$ cat src/rtl/multicycle_control.sv
// Multicycle processor main controller: Moore FSM with registered strobes.
// Opcode/function decode, ALU control and PC enable are resolved here.
`timescale 1ns/100ps
module multicycle_control #(
    parameter bit BNE_EN = 1'b1
) (
    input  logic       clk,
    input  logic       reset_n,
    input  logic [5:0] Op,
    input  logic [5:0] Funct,
    input  logic       Zero,
    output logic       IRWrite,
    output logic       MemWrite,
    output logic       RegWrite,
    output logic       PCEn,
    output logic       IorD,
    output logic       RegDst,
    output logic       MemtoReg,
    output logic       ALUSrcA,
    output logic [1:0] ALUSrcB,
    output logic [1:0] PCSrc,
    output logic [2:0] ALUControl,
    output logic       Illegal,
    output logic [3:0] State
);

    typedef enum logic [3:0] {
        FETCH   = 4'd0,
        DECODE  = 4'd1,
        MEMADR  = 4'd2,
        MEMRD   = 4'd3,
        MEMWB   = 4'd4,
        MEMWR   = 4'd5,
        EXECUTE = 4'd6,
        ALUWB   = 4'd7,
        BRANCH  = 4'd8,
        ADDIEX  = 4'd9,
        ADDIWB  = 4'd10,
        JUMP    = 4'd11
    } state_t;

    localparam logic [5:0] OP_RTYPE = 6'b000000;
    localparam logic [5:0] OP_LW    = 6'b100011;
    localparam logic [5:0] OP_SW    = 6'b101011;
    localparam logic [5:0] OP_BEQ   = 6'b000100;
    localparam logic [5:0] OP_BNE   = 6'b000101;
    localparam logic [5:0] OP_ADDI  = 6'b001000;
    localparam logic [5:0] OP_J     = 6'b000010;

    localparam logic [1:0] ALUOP_ADD = 2'b00;
    localparam logic [1:0] ALUOP_SUB = 2'b01;
    localparam logic [1:0] ALUOP_FN  = 2'b10;

    state_t     state_q;
    state_t     state_n;
    logic       run_q;

    logic       irwrite_q;
    logic       memwrite_q;
    logic       regwrite_q;
    logic       pcwrite_q;
    logic       branch_q;
    logic       branchne_q;
    logic       iord_q;
    logic       regdst_q;
    logic       memtoreg_q;
    logic       alusrca_q;
    logic [1:0] alusrcb_q;
    logic [1:0] pcsrc_q;
    logic [1:0] aluop_q;

    logic       nx_irwrite;
    logic       nx_memwrite;
    logic       nx_regwrite;
    logic       nx_pcwrite;
    logic       nx_branch;
    logic       nx_branchne;
    logic       nx_iord;
    logic       nx_regdst;
    logic       nx_memtoreg;
    logic       nx_alusrca;
    logic [1:0] nx_alusrcb;
    logic [1:0] nx_pcsrc;
    logic [1:0] nx_aluop;

    logic       is_lwsw;
    logic       is_rtype;
    logic       is_beq;
    logic       is_bne;
    logic       is_addi;
    logic       is_j;
    logic       op_legal;

    logic [2:0] alu_fn;
    logic       funct_ok;

    // Opcode class flags; BNE only counts when the build enables it.
    always_comb begin
        is_lwsw  = (Op == OP_LW) || (Op == OP_SW);
        is_rtype = (Op == OP_RTYPE);
        is_beq   = (Op == OP_BEQ);
        is_bne   = BNE_EN && (Op == OP_BNE);
        is_addi  = (Op == OP_ADDI);
        is_j     = (Op == OP_J);
        op_legal = is_lwsw | is_rtype | is_beq
                 | is_bne | is_addi | is_j;
    end

    // Next state; the first edge out of reset holds FETCH to load its outputs.
    always_comb begin
        state_n = FETCH;
        if (run_q) begin
            case (state_q)
                FETCH:   state_n = DECODE;
                DECODE: begin
                    unique case (1'b1)
                        is_lwsw:         state_n = MEMADR;
                        is_rtype:        state_n = EXECUTE;
                        is_beq | is_bne: state_n = BRANCH;
                        is_addi:         state_n = ADDIEX;
                        is_j:            state_n = JUMP;
                        default:         state_n = FETCH;
                    endcase
                end
                MEMADR:  state_n = (Op == OP_LW) ? MEMRD : MEMWR;
                MEMRD:   state_n = MEMWB;
                EXECUTE: state_n = ALUWB;
                ADDIEX:  state_n = ADDIWB;
                default: state_n = FETCH;
            endcase
        end
    end

    // Output values belonging to the state being entered.
    always_comb begin
        nx_irwrite  = 1'b0;
        nx_memwrite = 1'b0;
        nx_regwrite = 1'b0;
        nx_pcwrite  = 1'b0;
        nx_branch   = 1'b0;
        nx_branchne = 1'b0;
        nx_iord     = 1'b0;
        nx_regdst   = 1'b0;
        nx_memtoreg = 1'b0;
        nx_alusrca  = 1'b0;
        nx_alusrcb  = 2'b00;
        nx_pcsrc    = 2'b00;
        nx_aluop    = ALUOP_ADD;
        case (state_n)
            FETCH: begin
                nx_irwrite = 1'b1;
                nx_pcwrite = 1'b1;
                nx_alusrcb = 2'b01;
            end
            DECODE: nx_alusrcb = 2'b11;
            MEMADR, ADDIEX: begin
                nx_alusrca = 1'b1;
                nx_alusrcb = 2'b10;
            end
            MEMRD: nx_iord = 1'b1;
            MEMWR: begin
                nx_iord     = 1'b1;
                nx_memwrite = 1'b1;
            end
            MEMWB: begin
                nx_memtoreg = 1'b1;
                nx_regwrite = 1'b1;
            end
            EXECUTE: begin
                nx_alusrca = 1'b1;
                nx_aluop   = ALUOP_FN;
            end
            ALUWB: begin
                nx_regdst   = 1'b1;
                nx_regwrite = 1'b1;
            end
            ADDIWB: nx_regwrite = 1'b1;
            BRANCH: begin
                nx_alusrca  = 1'b1;
                nx_aluop    = ALUOP_SUB;
                nx_pcsrc    = 2'b01;
                nx_branch   = is_beq;
                nx_branchne = is_bne;
            end
            JUMP: begin
                nx_pcsrc   = 2'b10;
                nx_pcwrite = 1'b1;
            end
            default: ;
        endcase
    end

    // State and output registers, all cleared asynchronously by reset.
    always_ff @(posedge clk or negedge reset_n) begin
        if (!reset_n) begin
            state_q    <= FETCH;
            run_q      <= 1'b0;
            irwrite_q  <= 1'b0;
            memwrite_q <= 1'b0;
            regwrite_q <= 1'b0;
            pcwrite_q  <= 1'b0;
            branch_q   <= 1'b0;
            branchne_q <= 1'b0;
            iord_q     <= 1'b0;
            regdst_q   <= 1'b0;
            memtoreg_q <= 1'b0;
            alusrca_q  <= 1'b0;
            alusrcb_q  <= 2'b00;
            pcsrc_q    <= 2'b00;
            aluop_q    <= ALUOP_ADD;
        end else begin
            state_q    <= state_n;
            run_q      <= 1'b1;
            irwrite_q  <= nx_irwrite;
            memwrite_q <= nx_memwrite;
            regwrite_q <= nx_regwrite;
            pcwrite_q  <= nx_pcwrite;
            branch_q   <= nx_branch;
            branchne_q <= nx_branchne;
            iord_q     <= nx_iord;
            regdst_q   <= nx_regdst;
            memtoreg_q <= nx_memtoreg;
            alusrca_q  <= nx_alusrca;
            alusrcb_q  <= nx_alusrcb;
            pcsrc_q    <= nx_pcsrc;
            aluop_q    <= nx_aluop;
        end
    end

    // R-type function field to ALU operation; unknown codes fall back to add.
    always_comb begin
        alu_fn   = 3'b010;
        funct_ok = 1'b1;
        case (Funct)
            6'b100000: alu_fn = 3'b010;
            6'b100010: alu_fn = 3'b110;
            6'b100100: alu_fn = 3'b000;
            6'b100101: alu_fn = 3'b001;
            6'b100110: alu_fn = 3'b011;
            6'b101010: alu_fn = 3'b111;
            default:   funct_ok = 1'b0;
        endcase
    end

    // ALU operation selected by the registered ALUOp class.
    always_comb begin
        case (aluop_q)
            ALUOP_SUB: ALUControl = 3'b110;
            ALUOP_FN:  ALUControl = alu_fn;
            default:   ALUControl = 3'b010;
        endcase
    end

    // Illegal flags bad opcodes in DECODE and bad functions in EXECUTE.
    always_comb begin
        Illegal = ((state_q == DECODE) && !op_legal)
                | ((state_q == EXECUTE) && !funct_ok);
    end

    // PC enable merges unconditional writes with the resolved branch.
    always_comb begin
        PCEn = pcwrite_q
             | (branch_q & Zero)
             | (branchne_q & ~Zero);
    end

    assign State    = state_q;
    assign IRWrite  = irwrite_q;
    assign MemWrite = memwrite_q;
    assign RegWrite = regwrite_q;
    assign IorD     = iord_q;
    assign RegDst   = regdst_q;
    assign MemtoReg = memtoreg_q;
    assign ALUSrcA  = alusrca_q;
    assign ALUSrcB  = alusrcb_q;
    assign PCSrc    = pcsrc_q;

endmodule
$ cat config.mk
export PLATFORM = sky130hd
export DESIGN_NAME = multicycle_control
export DESIGN_NICKNAME = d
export VERILOG_FILES = /design/src/rtl/multicycle_control.sv
export SDC_FILE = /design/constraint.sdc
export NUM_CORES = 1
export LEC_CHECK = 0
export ABC_AREA = 1
export CORE_MARGIN = 8
export CORE_UTILIZATION = 49
export CTS_BUF_LIST = sky130_fd_sc_hd__clkbuf_16
export CTS_CLUSTER_SIZE = 8
export DETAILED_ROUTE_END_ITERATION = 10
export GPL_TIMING_DRIVEN = 1
export PLACE_DENSITY = 0.88
export SLEW_MARGIN = 20
export SYNTH_ARGS = -nofsm -noshare
export SYNTH_HDL_FRONTEND = slang
export SYNTH_SLANG_ARGS = --single-unit
$ cat constraint.sdc
create_clock -name clk -period 3.5 [get_ports clk]
set_clock_uncertainty 0.1 [all_clocks]
set_input_delay 0.525 -clock clk [delete_from_list [all_inputs] [get_ports clk]]
set_output_delay 0.525 -clock clk [all_outputs]
set_load 0.005 [all_outputs]
* Yosys cells after proc, flatten, opt, wreduce, memory -nomap -nowiden *
Cells that the tools add are included.

word-level totals
  output and inout port bits = 20
  bits in registers = 21
  bits of input ports = 15

cells by class
  equal/unequal tests = 30
  reduce and logical (&&, ||, !) cells = 14
  bitwise gates (word level) = 12
  multiplexer cells = 20

operators with widths
  cell                                                 number
  equality test 6 bit, second input constant           8
  case mux 4 bit (6 select lines)                      1
  equality test 4 x 3 -> 1 bit, second input constant  5
  equality test 4 bit, second input constant           5
  case mux 4 bit (5 select lines)                      1
  equality test 4 x 2 -> 1 bit, second input constant  4
  case mux 3 bit (5 select lines)                      1
  equality test 6 x 3 -> 1 bit, second input constant  2
  two-way mux 1 bit                                    11
  bitwise OR 1 bit                                     9
  equality test 4 x 1 -> 1 bit, second input constant  2
  logical NOT 4 bit                                    2
  case mux 2 bit (2 select lines)                      2
  equality test 6 x 2 -> 1 bit, second input constant  1
  equality test 6 x 4 -> 1 bit, second input constant  1
  logical NOT 6 bit                                    1
  case mux 2 bit (3 select lines)                      1
  case mux 3 bit (2 select lines)                      1
  OR reduction 2 bit                                   3
  OR reduction 6 bit                                   1
  two-way mux 4 bit                                    1
  OR reduction 4 bit                                   1
  two-way mux 3 bit                                    1
  OR reduction 3 bit                                   1
  other kinds (7)                                      10

* Depth between registers and ports, before layout *
  depth in word-level cells = 10
  gate-level depth with buffers = 11

* Worst setup path before layout *
No wires, ideal clock.

  path type = input port to output port
  start point = input Funct[5]
  end point = output ALUControl[1]
  path slack = 1.692 ns
  buffers on the path = 0
  data arrival time = 1.183 ns
  stages on the path = 6
  path through = inv_1 > nor2_1 > nand3_1 > nor2_1 > inv_1 > a211o_1

on the way
  cells in the longest elaborated chain, start to end = 3
  elaborated cells between the ends (all ways) = 7
  those cells by class = eq/ne (5); mux (2)

ends and longest elaborated chain
  element                              RTL line  source
  from (decl)                          10        input logic [5:0] Funct,
  equality test 6 bit                  234       case (Funct)
  case mux 3 bit (5 select lines) (*)  234
  case mux 3 bit (2 select lines) (*)  247       case (aluop_q)
  to (decl)                            22        output logic [2:0] ALUControl,

Mark *: on every way between the ends. The rest lies on a longest branch, timed or not.

* Final worst setup path *
Same ends and word-level chain as after synthesis.

==> flow_metrics.env <==
export IMPL_hp_start="run_q"
export IMPL_largest_reg_flops=4
export IMPL_h_tree_depth=1
export IMPL_hold_violations=0
export IMPL_ys_async_sr_fraction_pct=100.0
export IMPL_gp_congestion=0.8606
export IMPL_ys_warnings_count=0
export IMPL_place_hpwl_um=2191
export IMPL_endpoint_kind="primary output"
export IMPL_max_slew_margin_rel_pct=44.01
export IMPL_arrival_ps=2230
export IMPL_num_io_pins=35
export IMPL_synth_cell_types=26
export IMPL_r2r_cells=10
export IMPL_reg2reg_setup_slack_ps=1750
export IMPL_fill_cells=168
export IMPL_cts_tree="done"
export IMPL_min_period_over_period_pct=81.50
export IMPL_worstReg2RegEnd="ALUSrcA"
export IMPL_clk_latency_ps=240
export IMPL_p_per_area_nw_per_um2=343.1
export IMPL_routed_wl_um=2751
export IMPL_drt_pass1_iter_count=4
export IMPL_cts_sinks=20
export IMPL_cts_resized=0
export IMPL_cts_hold_buf=0
export IMPL_start_kind="input pin"
export IMPL_grt_ovfl_total=0
export IMPL_worstSetupPathType="input pin to primary output"
export IMPL_netlist_instances=141
export IMPL_rows=17
export IMPL_dpl_cell_area_um2=1495
export IMPL_ir_drop_mv=0.3957
export IMPL_core_area_um2=2191
export IMPL_drv_cap=0
export IMPL_outcome="complete, no violations"
export IMPL_wl_per_cell_um=13.42
export IMPL_min_period_ps=2853
export IMPL_initial_core_util_pct=51.46
export IMPL_whs_path_depth=2
export IMPL_syn_avg_cell_area_um2=7.995
export IMPL_layout_drive_gt1_share_pct=14.12
export IMPL_r2r_start="State[2]"
export IMPL_synthesis_nets=158
export IMPL_die_area_um2=4092
export IMPL_cts_root_buf="clkbuf_16"
export IMPL_setup_viol=0
export IMPL_yosysSeqAreaShare_pct=44.40
export IMPL_hold_end="State[1]"
export IMPL_p_leak_nw=0.7648
export IMPL_antenna_cells=0
export IMPL_final_common_cell="clkdlybuf4s50_1"
export IMPL_synthFlopType="dfrtp_1"
export IMPL_max_freq_mhz=350.6
export IMPL_fp_dieW_um=63.97
export IMPL_antenna_found_initial=0
export IMPL_fin_area_um2=1570
export IMPL_worst_pin_slew_ps=837.3
export IMPL_drc=0
export IMPL_synth_edf_count=0
export IMPL_rsz0062_at_grt="false"
export IMPL_cts_buffers=3
export IMPL_ant_nets=0
export IMPL_multi_input_area_um2=514.2
export IMPL_hold_class="register to register"
export IMPL_port_buffers=34
export IMPL_worstPathMaxFanout=3
export IMPL_finalSetupTns_ps=0
export IMPL_syn2layout_area_growth_pct=39.29
export IMPL_synth_cell_area_um2=1127
export IMPL_clock_path_buffers=2
export IMPL_die_h_um=63.97
export IMPL_grt_max_degree=21
export IMPL_seqCellArea_um2=500.5
export IMPL_ys_seq_elements=20
export IMPL_drt_iter0_drc=38
export IMPL_cp_required_ps=2870
export IMPL_grt_pass1_wl_um=4560
export IMPL_grt_pass1_vias=1035
export IMPL_postCtsSetupRepairBufs=0
export IMPL_final_cell_mix="clkdlybuf4s50_1 (34), inv_1 (25), dfrtp_1 (20), nand3_1 (20), nor2_1 (19)"
export IMPL_report_final_slew_viol_count=0
export IMPL_viasPerCell=5.054
export IMPL_nNetsFinal=196
export IMPL_grt_usage_pct=13.62
export IMPL_clk_pin_slew_worst_paths_ps=50
export IMPL_dr_total_vias=1036
[worst max-delay path: stages]
cell             delay [ps]
clkdlybuf4s50_1         450
inv_1                    40
nor2_1                  180
nand3_1                 100
nor2_1                  160
inv_1                    80
a211o_1                 260
clkdlybuf4s50_1         440
[kinds of logic after synthesis]
| group | Yosys count | share of synthesized area, % |
|---|---|---|
| AND/OR/NAND/NOR | 75 | 35.07 |
| buffers and inverters | 29 | 9.989 |
| flip-flops | 20 | 44.40 |
| AO/OA/AOI/OAI | 13 | 7.215 |
| adder cells (fa/ha/maj) | 2 | 2.219 |
| XOR/XNOR | 1 | 0.7771 |
| other | 1 | 0.3326 |
[layer usage]
layer | global-route usage [%] | wire length, um | vias up
li1 | - | - | 515
met5 | 0 | 0 | -
met2 | 24.59 | 1405 | 36
met1 | 13.99 | 1102 | 481
met4 | 3.343 | 23 | 0
met3 | 6.098 | 219 | 4
[metrics by stage]
| step | total power, W | instances | setup slack (ps) | utilization (%) | hold slack (ps) |
|---|---|---|---|---|---|
| floorplan | 0.0002778 | 141 | 1692 | - | 129.4 |
| detailed placement | 0.0003227 | 202 | 647.9 | 68.25 | 535.7 |
| global route | 0.0005627 | 205 | 520.8 | 71.67 | 576.5 |
| finish | 0.0005388 | 205 | 647.5 | 71.67 | 550.5 |
| CTS | 0.0005457 | 205 | 645.7 | 71.67 | 546.9 |
| global placement | 0.0003200 | 202 | 722.2 | 68.25 | 537.6 |
[layout make-up]
class | count | share of cell area, %
flip-flops and latches | 20 | 31.87
well taps | 28 | 2.231
multi-input cells | 92 | 32.75
repair buffers | 34 | 21.67
inverters | 28 | 6.693
clock buffers | 3 | 4.781
[Yosys cell counts (all sizes together), types with 2 or more instances]
cell,instances,share of area [%]
a21oi,3,1.7
dfrtp,20,44
ha,2,2.2
inv,28,9.3
nand2,20,8.7
nand3,23,12
nor2,29,13
o21ai,6,2.7
[where the power goes]
part	total [W]	switching (W)	internal (W)
sequential	0.000243	0.00000487	0.000238
combinational	0.0000761	0.0000376	0.0000384
clock	0.000219	0.0000694	0.000150
[worst max path at each step]
stage / start / endpoint / slack (ps) / cells past startpoint
floorplan: Funct[5] / ALUControl[1] / 1690 / 6
global placement: Op[5] / Illegal / 720 / 6
detailed placement: Funct[5] / ALUControl[0] / 650 / 9
CTS: Funct[5] / ALUControl[1] / 650 / 8
global route: Funct[5] / ALUControl[0] / 520 / 9
finish: Funct[5] / ALUControl[1] / 650 / 8
(Power assumes the default switching activity.)
